### src/rtl/mem_stage_pkg.sv
// mem_stage_pkg: shared core definitions for the memory-access stage.
// Holds the data/register widths, enable polarities, exception codes,
// memory-op encodings, FSM state type and the misalignment helper.
package mem_stage_pkg;

    localparam int WORD_DATA_W = 32;
    localparam int REG_ADDR_W  = 5;
    localparam int HART_ID_W   = 2;
    localparam int MEM_OP_W    = 4;
    localparam int EXP_CODE_W  = 4;
    localparam int BYTE_EN_W   = WORD_DATA_W / 8;

    localparam logic ENABLE   = 1'b1;
    localparam logic DISABLE  = 1'b0;
    localparam logic ENABLE_  = 1'b0;
    localparam logic DISABLE_ = 1'b1;

    localparam logic [EXP_CODE_W-1:0] EXP_NO_EXP        = 4'd0;
    localparam logic [EXP_CODE_W-1:0] EXP_MISALIGNED_LD = 4'd4;
    localparam logic [EXP_CODE_W-1:0] EXP_MISALIGNED_ST = 4'd6;

    // mem_op[3:2]: access kind
    localparam logic [1:0] MEM_KIND_NONE  = 2'b00;
    localparam logic [1:0] MEM_KIND_LOAD  = 2'b01;
    localparam logic [1:0] MEM_KIND_STORE = 2'b10;
    localparam logic [1:0] MEM_KIND_LOADU = 2'b11;

    // mem_op[1:0]: access size
    localparam logic [1:0] MEM_SIZE_B = 2'b00;
    localparam logic [1:0] MEM_SIZE_H = 2'b01;
    localparam logic [1:0] MEM_SIZE_W = 2'b10;

    typedef enum logic [0:0] {
        MEM_ST_IDLE = 1'b0,
        MEM_ST_WAIT = 1'b1
    } mem_state_e;

    function automatic logic is_misaligned(input logic [1:0] size, input logic [1:0] addr_lo);
        logic mis;
        case (size)
            MEM_SIZE_B: mis = 1'b0;
            MEM_SIZE_H: mis = addr_lo[0];
            default:    mis = (addr_lo != 2'b00);
        endcase
        return mis;
    endfunction

endpackage

### src/rtl/mem_stage_if.sv
// mem_stage_if: data-cache request bus.
//   req      master->slave  request valid
//   rw       master->slave  1 = write
//   addr     master->slave  word-aligned address
//   wr_data  master->slave  lane-replicated store data
//   byte_en  master->slave  write byte enables
//   ready    slave->master  one-cycle completion pulse
//   rd_data  slave->master  read data, valid with ready
interface mem_stage_if;
    import mem_stage_pkg::*;

    logic                   req;
    logic                   rw;
    logic [WORD_DATA_W-1:0] addr;
    logic [WORD_DATA_W-1:0] wr_data;
    logic [BYTE_EN_W-1:0]   byte_en;
    logic                   ready;
    logic [WORD_DATA_W-1:0] rd_data;

    modport master (
        output req, rw, addr, wr_data, byte_en,
        input  ready, rd_data
    );

    modport slave (
        input  req, rw, addr, wr_data, byte_en,
        output ready, rd_data
    );

endinterface

### src/rtl/mem_align.sv
// mem_align: combinational lane logic for the memory stage.
//   i_mem_op   access kind/size
//   i_addr_lo  byte offset within the word
//   i_wr_data  raw store data
//   i_rd_data  raw cache read word
//   o_ld_data  extracted and sign/zero-extended load data
//   o_st_data  store data replicated across lanes
//   o_byte_en  write byte enables
// Halfword lanes use addr_lo[1] only and words ignore addr_lo, so a
// misaligned access degrades to the aligned one containing it.
module mem_align
    import mem_stage_pkg::*;
(
    input  logic [MEM_OP_W-1:0]    i_mem_op,
    input  logic [1:0]             i_addr_lo,
    input  logic [WORD_DATA_W-1:0] i_wr_data,
    input  logic [WORD_DATA_W-1:0] i_rd_data,
    output logic [WORD_DATA_W-1:0] o_ld_data,
    output logic [WORD_DATA_W-1:0] o_st_data,
    output logic [BYTE_EN_W-1:0]   o_byte_en
);

    logic [7:0]  w_byte;
    logic [15:0] w_half;
    logic        w_sext;

    always_comb begin
        w_sext = (i_mem_op[3:2] != MEM_KIND_LOADU);
        case (i_addr_lo)
            2'b00:   w_byte = i_rd_data[7:0];
            2'b01:   w_byte = i_rd_data[15:8];
            2'b10:   w_byte = i_rd_data[23:16];
            default: w_byte = i_rd_data[31:24];
        endcase
        w_half = i_addr_lo[1] ? i_rd_data[31:16] : i_rd_data[15:0];

        case (i_mem_op[1:0])
            MEM_SIZE_B: begin
                o_ld_data = {{24{w_sext & w_byte[7]}}, w_byte};
                o_st_data = {4{i_wr_data[7:0]}};
                o_byte_en = 4'b0001 << i_addr_lo;
            end
            MEM_SIZE_H: begin
                o_ld_data = {{16{w_sext & w_half[15]}}, w_half};
                o_st_data = {2{i_wr_data[15:0]}};
                o_byte_en = i_addr_lo[1] ? 4'b1100 : 4'b0011;
            end
            default: begin
                o_ld_data = i_rd_data;
                o_st_data = i_wr_data;
                o_byte_en = 4'b1111;
            end
        endcase
    end

endmodule

### src/rtl/mem_stage.sv
// mem_stage: memory-access stage. Issues data-cache requests for
// loads/stores from the EX/MEM register, aligns load data, stalls the
// pipeline on a miss and owns the MEM/WB register.
// Ports:
//   clk, reset           clock, synchronous active-high reset
//   i_stall, i_flush     hold / bubble the MEM/WB register
//   i_ex_*               EX/MEM register contents (i_ex_out = address or ALU result)
//   dc                   data-cache bus (master side)
//   o_mem_busy           stall request while a miss is outstanding
//   o_mem_*              MEM/WB register
// Build option: MEM_MISALIGN_EXP_EN raises a misaligned-access exception
// instead of silently aligning the access.
//
// state | meaning
// IDLE  | no outstanding access; hits complete here
// WAIT  | miss outstanding, request held until dc.ready
module mem_stage
    import mem_stage_pkg::*;
(
    input  logic                   clk,
    input  logic                   reset,
    input  logic                   i_stall,
    input  logic                   i_flush,
    input  logic                   i_ex_en,
    input  logic [WORD_DATA_W-1:0] i_ex_pc,
    input  logic [EXP_CODE_W-1:0]  i_ex_exp_code,
    input  logic [MEM_OP_W-1:0]    i_ex_mem_op,
    input  logic [WORD_DATA_W-1:0] i_ex_mem_wr_data,
    input  logic [REG_ADDR_W-1:0]  i_ex_rd_addr,
    input  logic                   i_ex_gpr_we_,
    input  logic [WORD_DATA_W-1:0] i_ex_out,
    input  logic [HART_ID_W-1:0]   i_ex_hart_id,
    mem_stage_if.master            dc,
    output logic                   o_mem_busy,
    output logic                   o_mem_en,
    output logic [WORD_DATA_W-1:0] o_mem_pc,
    output logic [EXP_CODE_W-1:0]  o_mem_exp_code,
    output logic [REG_ADDR_W-1:0]  o_mem_rd_addr,
    output logic                   o_mem_gpr_we_,
    output logic [WORD_DATA_W-1:0] o_mem_out,
    output logic [HART_ID_W-1:0]   o_mem_hart_id
);

    mem_state_e             r_state;
    mem_state_e             w_next_state;
    logic                   r_kill;
    logic                   r_pend_valid;
    logic [WORD_DATA_W-1:0] r_pend_data;
    logic [MEM_OP_W-1:0]    r_req_op;
    logic [WORD_DATA_W-1:0] r_req_addr;
    logic [WORD_DATA_W-1:0] r_req_wr_data;

    logic                   w_valid;
    logic                   w_misaligned;
    logic                   w_access;
    logic                   w_dc_req;
    logic                   w_busy;
    logic                   w_done;
    logic                   w_in_wait;
    logic [MEM_OP_W-1:0]    w_op;
    logic [WORD_DATA_W-1:0] w_addr;
    logic [WORD_DATA_W-1:0] w_wr_data;
    logic [WORD_DATA_W-1:0] w_ld_data;
    logic [WORD_DATA_W-1:0] w_st_data;
    logic [BYTE_EN_W-1:0]   w_byte_en;
    logic                   w_is_store;
    logic                   w_is_load;
    logic [WORD_DATA_W-1:0] w_result;

    assign w_valid = (i_ex_en == ENABLE) && (i_ex_exp_code == EXP_NO_EXP)
                     && (i_ex_mem_op[3:2] != MEM_KIND_NONE);

`ifdef MEM_MISALIGN_EXP_EN
    assign w_misaligned = w_valid && is_misaligned(i_ex_mem_op[1:0], i_ex_out[1:0]);
`else
    assign w_misaligned = 1'b0;
`endif

    // A result parked during a stall already completed; never re-request it.
    assign w_access = w_valid && !w_misaligned && !r_pend_valid;

    // While waiting, the request comes from the copy taken at issue so a
    // flush that changes the EX/MEM register cannot disturb the cache.
    assign w_in_wait = (r_state == MEM_ST_WAIT);
    assign w_op      = w_in_wait ? r_req_op      : i_ex_mem_op;
    assign w_addr    = w_in_wait ? r_req_addr    : i_ex_out;
    assign w_wr_data = w_in_wait ? r_req_wr_data : i_ex_mem_wr_data;

    assign w_is_store = (w_op[3:2] == MEM_KIND_STORE);
    assign w_is_load  = (w_op[3:2] == MEM_KIND_LOAD) || (w_op[3:2] == MEM_KIND_LOADU);

    mem_align u_mem_align (
        .i_mem_op  (w_op),
        .i_addr_lo (w_addr[1:0]),
        .i_wr_data (w_wr_data),
        .i_rd_data (dc.rd_data),
        .o_ld_data (w_ld_data),
        .o_st_data (w_st_data),
        .o_byte_en (w_byte_en)
    );

    assign dc.req     = w_dc_req;
    assign dc.rw      = w_is_store;
    assign dc.addr    = {w_addr[WORD_DATA_W-1:2], 2'b00};
    assign dc.wr_data = w_st_data;
    assign dc.byte_en = w_is_store ? w_byte_en : '0;
    assign o_mem_busy = w_busy;

    assign w_result = (w_done && w_is_load) ? w_ld_data : i_ex_out;

    always_ff @(posedge clk) begin
        if (reset) begin
            r_state <= MEM_ST_IDLE;
        end else begin
            r_state <= w_next_state;
        end
    end

    always_comb begin
        w_next_state = r_state;
        w_dc_req     = 1'b0;
        w_busy       = 1'b0;
        w_done       = 1'b0;
        case (r_state)
            MEM_ST_IDLE: begin
                if (w_access) begin
                    w_dc_req = 1'b1;
                    if (dc.ready) begin
                        w_done = 1'b1;
                    end else begin
                        w_busy       = 1'b1;
                        w_next_state = MEM_ST_WAIT;
                    end
                end
            end
            MEM_ST_WAIT: begin
                w_dc_req = 1'b1;
                if (dc.ready) begin
                    w_done       = 1'b1;
                    w_next_state = MEM_ST_IDLE;
                end else begin
                    w_busy = 1'b1;
                end
            end
            default: w_next_state = MEM_ST_IDLE;
        endcase
        if (reset) begin
            w_dc_req     = 1'b0;
            w_busy       = 1'b0;
            w_done       = 1'b0;
            w_next_state = MEM_ST_IDLE;
        end
    end

    always_ff @(posedge clk) begin
        if (reset) begin
            r_kill        <= 1'b0;
            r_pend_valid  <= 1'b0;
            r_pend_data   <= '0;
            r_req_op      <= '0;
            r_req_addr    <= '0;
            r_req_wr_data <= '0;
        end else begin
            if (r_state == MEM_ST_IDLE) begin
                r_req_op      <= i_ex_mem_op;
                r_req_addr    <= i_ex_out;
                r_req_wr_data <= i_ex_mem_wr_data;
            end

            if (w_done) begin
                r_kill <= 1'b0;
            end else if (i_flush && (w_next_state == MEM_ST_WAIT)) begin
                r_kill <= 1'b1;
            end

            // Any unstalled edge either consumes or flushes the parked result.
            if (!i_stall) begin
                r_pend_valid <= 1'b0;
            end else if (w_done && !r_kill && !i_flush) begin
                r_pend_valid <= 1'b1;
                r_pend_data  <= w_result;
            end
        end
    end

    always_ff @(posedge clk) begin
        if (reset) begin
            o_mem_en       <= DISABLE;
            o_mem_pc       <= '0;
            o_mem_exp_code <= EXP_NO_EXP;
            o_mem_rd_addr  <= '0;
            o_mem_gpr_we_  <= DISABLE_;
            o_mem_out      <= '0;
            o_mem_hart_id  <= '0;
        end else if (i_stall) begin
            o_mem_en <= o_mem_en;
        end else if (i_flush || w_busy || (w_done && r_kill)) begin
            o_mem_en       <= DISABLE;
            o_mem_pc       <= '0;
            o_mem_exp_code <= EXP_NO_EXP;
            o_mem_rd_addr  <= '0;
            o_mem_gpr_we_  <= DISABLE_;
            o_mem_out      <= '0;
            o_mem_hart_id  <= '0;
        end else begin
            o_mem_en      <= i_ex_en;
            o_mem_pc      <= i_ex_pc;
            o_mem_rd_addr <= i_ex_rd_addr;
            o_mem_hart_id <= i_ex_hart_id;
            o_mem_out     <= r_pend_valid ? r_pend_data : w_result;
            if (w_misaligned) begin
                o_mem_exp_code <= w_is_store ? EXP_MISALIGNED_ST : EXP_MISALIGNED_LD;
                o_mem_gpr_we_  <= DISABLE_;
            end else begin
                o_mem_exp_code <= i_ex_exp_code;
                o_mem_gpr_we_  <= i_ex_gpr_we_;
            end
        end
    end

endmodule

### src/flat_wrapper.sv
// flat-port wrapper written by rule: the top's interface ports become plain ports
module mem_stage_flat import mem_stage_pkg::*;
  (clk, reset, i_stall, i_flush, i_ex_en, i_ex_pc, i_ex_exp_code, i_ex_mem_op, i_ex_mem_wr_data, i_ex_rd_addr, i_ex_gpr_we_, i_ex_out, i_ex_hart_id, o_mem_busy, o_mem_en, o_mem_pc, o_mem_exp_code, o_mem_rd_addr, o_mem_gpr_we_, o_mem_out, o_mem_hart_id, dc_req, dc_rw, dc_addr, dc_wr_data, dc_byte_en, dc_ready, dc_rd_data);
  mem_stage_if dc_i ();
  input  logic clk;
  input  logic reset;
  input  logic i_stall;
  input  logic i_flush;
  input  logic i_ex_en;
  input  logic [WORD_DATA_W-1:0] i_ex_pc;
  input  logic [EXP_CODE_W-1:0] i_ex_exp_code;
  input  logic [MEM_OP_W-1:0] i_ex_mem_op;
  input  logic [WORD_DATA_W-1:0] i_ex_mem_wr_data;
  input  logic [REG_ADDR_W-1:0] i_ex_rd_addr;
  input  logic i_ex_gpr_we_;
  input  logic [WORD_DATA_W-1:0] i_ex_out;
  input  logic [HART_ID_W-1:0] i_ex_hart_id;
  output logic o_mem_busy;
  output logic o_mem_en;
  output logic [WORD_DATA_W-1:0] o_mem_pc;
  output logic [EXP_CODE_W-1:0] o_mem_exp_code;
  output logic [REG_ADDR_W-1:0] o_mem_rd_addr;
  output logic o_mem_gpr_we_;
  output logic [WORD_DATA_W-1:0] o_mem_out;
  output logic [HART_ID_W-1:0] o_mem_hart_id;
  output wire logic [$bits(dc_i.req)-1:0] dc_req;
  output wire logic [$bits(dc_i.rw)-1:0] dc_rw;
  output wire logic [$bits(dc_i.addr)-1:0] dc_addr;
  output wire logic [$bits(dc_i.wr_data)-1:0] dc_wr_data;
  output wire logic [$bits(dc_i.byte_en)-1:0] dc_byte_en;
  input wire logic [$bits(dc_i.ready)-1:0] dc_ready;
  input wire logic [$bits(dc_i.rd_data)-1:0] dc_rd_data;
  assign dc_req = dc_i.req;
  assign dc_rw = dc_i.rw;
  assign dc_addr = dc_i.addr;
  assign dc_wr_data = dc_i.wr_data;
  assign dc_byte_en = dc_i.byte_en;
  assign dc_i.ready = dc_ready;
  assign dc_i.rd_data = dc_rd_data;
  mem_stage u_core (.clk(clk), .reset(reset), .i_stall(i_stall), .i_flush(i_flush), .i_ex_en(i_ex_en), .i_ex_pc(i_ex_pc), .i_ex_exp_code(i_ex_exp_code), .i_ex_mem_op(i_ex_mem_op), .i_ex_mem_wr_data(i_ex_mem_wr_data), .i_ex_rd_addr(i_ex_rd_addr), .i_ex_gpr_we_(i_ex_gpr_we_), .i_ex_out(i_ex_out), .i_ex_hart_id(i_ex_hart_id), .dc(dc_i), .o_mem_busy(o_mem_busy), .o_mem_en(o_mem_en), .o_mem_pc(o_mem_pc), .o_mem_exp_code(o_mem_exp_code), .o_mem_rd_addr(o_mem_rd_addr), .o_mem_gpr_we_(o_mem_gpr_we_), .o_mem_out(o_mem_out), .o_mem_hart_id(o_mem_hart_id));
endmodule
### config.mk
export PLATFORM = sky130hd
export DESIGN_NAME = mem_stage_flat
export DESIGN_NICKNAME = d
export VERILOG_FILES = /design/src/rtl/mem_stage_pkg.sv /design/src/rtl/mem_stage_if.sv /design/src/rtl/mem_align.sv /design/src/rtl/mem_stage.sv /design/src/flat_wrapper.sv
export SDC_FILE = /design/constraint.sdc
export NUM_CORES = 1
export LEC_CHECK = 0
export CAP_MARGIN = 0
export CORE_UTILIZATION = 48
export CTS_CLUSTER_SIZE = 10
export DETAILED_ROUTE_END_ITERATION = 7
export PLACE_DENSITY = 0.94
export SLEW_MARGIN = 0
export SYNTH_ARGS = -nofsm -noshare
export SYNTH_HDL_FRONTEND = slang
export SYNTH_SLANG_ARGS = --single-unit
### constraint.sdc
create_clock -name clk -period 3.5 [get_ports clk]
set_input_delay 0.7 -clock clk [delete_from_list [all_inputs] [get_ports clk]]
set_output_delay 0.7 -clock clk [all_outputs]
set_load 0.05 [all_outputs]
-- Yosys cells after proc, flatten, opt, wreduce, memory -nomap -nowiden
Cells that the tools add are included.
- multiplexer cells: 30
- add/sub/neg operators: 0
- equality and inequality tests: 7
- order comparisons: 0
- shifts and indexed selects: 1
- div/mod/pow operators: 0
- reduce and logical (&&, ||, !) cells: 21
- $mul: 0
- bitwise gates (word level): 4
- operators by type and width (operator ; number):
    32-bit 2-to-1 mux ; 6
    32-bit case mux with 2 select lines ; 2
    8-bit case mux with 3 select lines ; 1
    16-bit 2-to-1 mux ; 1
    4-bit 2-to-1 mux ; 4
    1-bit 2-to-1 mux ; 10
    1-bit logical AND ; 8
    4-bit case mux with 2 select lines ; 1
    2-bit by 1-bit == test with 1-bit output, second input constant ; 3
    2-bit == test, second input constant ; 3
    1-bit case mux with 2 select lines ; 3
    5-bit 2-to-1 mux ; 1
    2-bit logical NOT ; 2
    4-bit logical NOT ; 1
    2-bit OR reduction ; 2
    1-bit by 2-bit << shifter with 4-bit output, first input constant ; 1
    1-bit logical NOT ; 3
    1-bit logical OR ; 3
    1-bit AND ; 2
    2-bit 2-to-1 mux ; 1
    2-bit != test, second input constant ; 1
    1-bit NOT ; 2
    2-bit AND reduction ; 1
    2-bit nonzero test ; 1
- memories: 0
- input port bits: 150
- memory bits (read-only): 0
- latch bits: 0
- RAM bits: 0
- output and inout bits: 148
- word-level logic and storage cells: 77
- register bits after elaboration: 180

-- Longest topological paths before layout
Gate-level depths: netlist of the first run.
- depth in word-level cells: 11
- mapped depth: 10
- mapped depth without buffers: 6

-- Hierarchy
A second synthesis of the first run with hierarchy kept.
- cells, all modules: 798
- area, all modules: 8116.5 µm²
- by module, submodules not included (module ; cells each ; area an instance (µm²) ; instances):
    mem_stage ; 636 ; 6957.9 ; 1
    mem_align ; 162 ; 1158.6 ; 1

-- Least setup slack after synthesis of the first run
No wires, ideal clock.
- path type: input port to output port
- from: input port i_ex_exp_code[1]
- to: output port o_mem_busy
- arrival time: 2.571 ns
- path slack: 0.229 ns
- cell stages on the path: 5
- path buffers: 1
- required time: 2.800 ns
- cells stage by stage: nor4_1 > a41o_1 > buf_2 > and2_1 > nor2b_1
- longest elaborated chain between the ends: 7
- RTL lines (item ; RTL line ; RTL):
    start: declaration ; flat_wrapper.sv:11 ; input logic [EXP_CODE_W-1:0] i_ex_exp_code;
    4-bit logical NOT ; mem_stage.sv:70 ; assign w_valid = (i_ex_en == ENABLE) && (i_ex_exp_code == EXP_NO_EXP)
    1-bit logical AND ; mem_stage.sv:70 ;
    1-bit logical AND ; mem_stage.sv:71 ; && (i_ex_mem_op[3:2] != MEM_KIND_NONE);
    1-bit logical AND ; mem_stage.sv:80 ; assign w_access = w_valid && !w_misaligned && !r_pend_valid;
    1-bit 2-to-1 mux ; mem_stage.sv:126 ; if (w_access) begin
    1-bit case mux with 2 select lines ; mem_stage.sv:124 ; case (r_state)
    1-bit 2-to-1 mux ; mem_stage.sv:147 ; if (reset) begin
    end: declaration ; flat_wrapper.sv:18 ; output logic o_mem_busy;
No other way between the ends.

-- Worst setup path in the final report of the first run
- from: register u_core.r_state
- to: output port dc_byte_en[0]
- longest elaborated chain between the ends: 4
- elaborated cells on any way between the ends: 9
- classes of those cells: eq/ne: 2; shift: 1; mux: 5; reduce/logical: 1
- RTL lines (item ; RTL line ; RTL):
    start: declaration ; mem_stage.sv:44 ; mem_state_e r_state;
    start signal: assignment ; mem_stage.sv:115 ; r_state <= w_next_state;
    4-bit 2-to-1 mux or 32-bit 2-to-1 mux (tied branches) ; n/a ;
    2-bit by 1-bit == test with 1-bit output (tied with other cells) ; mem_align.sv:37 ; case (i_mem_op[1:0])
    4-bit case mux with 2 select lines ; mem_align.sv:37 ;
    4-bit 2-to-1 mux * ; mem_stage.sv:106 ; assign dc.byte_en = w_is_store ? w_byte_en : '0;
    end: declaration ; flat_wrapper.sv:30 ; output wire logic [$bits(dc_i.byte_en)-1:0] dc_byte_en;
Every way passes the cells marked *; elsewhere a longest branch is shown, timed or not.

==> results of run 1 <==
==> registers in the layout (all words and copies together) (netlist names) <==
name                   flops
u_core.o_mem_out          32
u_core.o_mem_pc           32
u_core.r_pend_data        32
u_core.r_req_addr         32
u_core.r_req_wr_data      32
u_core.o_mem_rd_addr       5
u_core.o_mem_exp_code      4
u_core.r_req_op            4
u_core.o_mem_hart_id       2
u_core.o_mem_en            1
u_core.o_mem_gpr_we_       1
u_core.r_kill              1
u_core.r_pend_valid        1
u_core.r_state             1
==> synth_stat cells (all sizes together), types with 4 or more instances <==
cell type	instances
buf	33
mux2i	37
a221oi	7
nand2	52
and4	7
dfxtp	180
and3	17
o21ai	58
a2111oi	17
o221ai	9
nand2b	9
nor3	33
clkbuf	48
a211oi	8
a31oi	14
nand3	8
a21oi	29
nor2	81
a22o	47
and2	42
mux2	41
a32oi	10
nor2b	5
a221o	7
a22oi	18
inv	5
nor3b	4
==> worst max-delay path: cells and delay by family, from the launching register on <==
kind,cells,cell delay (ns)
muxes,1,0.45
AOI/OAI and AO/OA,1,0.43
buffers and inverters,2,0.41
and+or+nand+nor,1,0.23
DFF,1,0.53
==> power by group <==
part	leakage, µW	internal (µW)	switching, µW
clock	0.000302	1200	850
combinational	0.00267	444	609
sequential	0.00148	2130	35.8
==> routing by layer <==
layer	share of wire	vias to the layer above	wire length, µm
met5	0	-	0
li1	-	3626	-
met2	0.48	452	12800
met4	0.035	0	925
met3	0.10	65	2640
met1	0.38	3659	10000
==> worst paths after layout <==
kind / from / end / slack, ns / cells after the start
setup / recovery: u_core.r_state$_SDFF_PP0_ / dc_byte_en[0] / 0.30 / 5
hold / removal: u_core.o_mem_out[15]$_SDFFE_PP0N_ / u_core.o_mem_out[15]$_SDFFE_PP0N_ / 0.47 / 2
setup reg to reg: u_core.r_state$_SDFF_PP0_ / u_core.r_pend_data[19]$_SDFFE_PP0P_ / 0.84 / 7
hold reg to reg: u_core.o_mem_out[15]$_SDFFE_PP0N_ / u_core.o_mem_out[15]$_SDFFE_PP0N_ / 0.47 / 2
==> area by class of cell <==
type,count,area (µm²),share of cell area
Clock inverter,14,198,0.0167
Clock buffer,18,429,0.0362
Tap cell,216,270,0.0228
Timing Repair Buffer,326,3410,0.287
Inverter,5,18.8,0.00158
Multi-Input combinational cell,579,3930,0.331
Sequential cell,180,3610,0.304
==> metrics by stage <==
| stage | area, µm² | instances | utilization | worst slack, ns |
|---|---|---|---|---|
| 6_report | 11900 | 1338 | 0.741 | 0.302 |
| 5_1_grt | 11900 | 1338 | 0.741 | 0.112 |
| 4_1_cts | 11900 | 1338 | 0.741 | 0.314 |
| 2_1_floorplan | 7910 | 845 | - | 0.229 |
| 3_3_place_gp | 11200 | 1306 | 0.702 | 0.343 |
| 3_5_place_dp | 11200 | 1306 | 0.702 | 0.331 |
==> cells in the final DEF, fill, tap and decap left out, drive strengths merged, types with 4 or more instances in the layout <==
cell / count
clkdlybuf4s50: 264
dfxtp: 180
nor2: 81
buf: 62
o21ai: 58
nand2: 52
a22o: 47
and2: 42
mux2: 41
mux2i: 37
nor3: 33
a21oi: 29
a22oi: 18
clkbuf: 18
and3: 17
a2111oi: 17
a31oi: 14
a32oi: 10
o221ai: 9
nand2b: 9
inv: 9
nand3: 8
a211oi: 8
a221oi: 7
and4: 7
a221o: 7
nor2b: 5
nor3b: 4
bufinv: 4
clkinv: 4
==> cells by family (layout without fill, tap and decap cells) <==
kind of cell / Yosys count / after routing / synth area share
AO/OA/AOI/OAI: 235 / 235 / 0.223
AND/OR/NAND/NOR: 264 / 264 / 0.166
multiplexers: 78 / 78 / 0.106
other: 1 / 2 / 0.000475
flip-flops: 180 / 180 / 0.456
buffers and inverters: 86 / 363 / 0.0491
==> results.toml, run 1 <==
[clock_tree]
cts_tree = "built"
cts_resized = 0
cts_buffers = 17
htreeDepth = 4
postCtsSetupRepairBufs = 0
clk_pin_slew_ns = 0.07
cts-root-buf = "clkbuf_16"
cts_buffer_depth = 2
hold_buffers = 0
clock_sinks = 180
clk_latency_ns = 0.43

[cells_and_area]
final_nets = 1259
layout-drive-gt1-share = 0.139
diodes = 0
synthToLayoutAreaGrowth_pct = 50.0
nFillCells = 1155

[global_route]
grt.total_usage = 0.307
grt_pass1_wl_um = 39600
grt_pass1_vias = 7437
grt_start_max_net_pins = 61
met1_usage = 0.353
antenna_found_initial = 0
top_usage_layer = "met2"
met3_usage = 0.0918
use_met2 = 0.528
grt_remaining_overflow = 0

[logic_synthesis]
synth_edf_count = 0
syn_avg_cell_area_um2 = 9.36
ys_seq_elements = 180
ys_warn_count = 0
syn-cell-area_um2 = 7900
yosysSeqAreaShare = 0.456
synthArstFlopShare = 0
yosys.area.top_type = "dfxtp_1"
synthFlopType = "dfxtp_1"
synthTopCellsByArea = "dfxtp_1 (46%), mux2_2 (5.8%), a22o_1 (5.2%)"
yosysTopAreaCellShare = 0.456
post_synth_num_cell_types = 52
netlist_instances = 844

[critical_path]
critPathLaunchType = "flop"
slowest_stage = "dfxtp_4"
crit_path_end_kind = "output pin"
path_cells = "buf_4, mux2i_1, a22o_1, and2_1, buf_12"
crit_type = "flop to output pin"
crit_arrival_ns = 2.50
max_stage_delay_ns = 0.53
required_ns = 2.80
worstPathMaxFanout = 19

[sta]
timing.final.crit_share = 0.914
skew_ns = 0.00698
slew_viol_final = 0
holdWs_ns = 0.471
setup_violations = 0
tightest_slew_ns = 0.712
timing.fmax_ghz = 0.313
slew-limit-headroom = 0.525
fin_crit_ns = 3.20
rsz0062_at_grt = "false"
timing.final.hold_violations = 0
fin_tns_setup_ns = 0

[pwr]
ir_drop_v = 0.000351
leakage_uw = 0.00445
power.density_nw_per_um2 = 445
p_total_uw = 5270

[drt]
viasPerCell = 5.83
route.detailed.drc = 0
vias = 7802
ant_nets = 0
drt_iter0_markers = 632
wirelength_um = 26300
dr.pass1.iters = 6
wire_per_inst_um = 19.7

[floorplanning]
rows = 46
io_pins = 298
fp.dieH_um = 130
start_util = 0.494
coreArea_um2 = 16000
die_area_um2 = 17000
die_x_um = 130

[placed_design]
io_buffers = 295
hpwl_um = 19000
gp_congestion = 0.863

[job]
max_cap_viol_count = 0

[run_status]
status = "completed"

[min_path]
hold_path_class = "flop to flop"
No activity file was read; power rests on OpenSTA's default activity.
==> inputs of run 2 (changes only) <==
--- a/config.mk
+++ b/config.mk
@@ -14,3 +14,4 @@
 export SYNTH_ARGS = -nofsm -noshare
 export SYNTH_HDL_FRONTEND = slang
 export SYNTH_SLANG_ARGS = --single-unit
+export TNS_END_PERCENT = 100
==> results of run 2 <==
Final layout, timing and power as in run 1 (identical DEF).
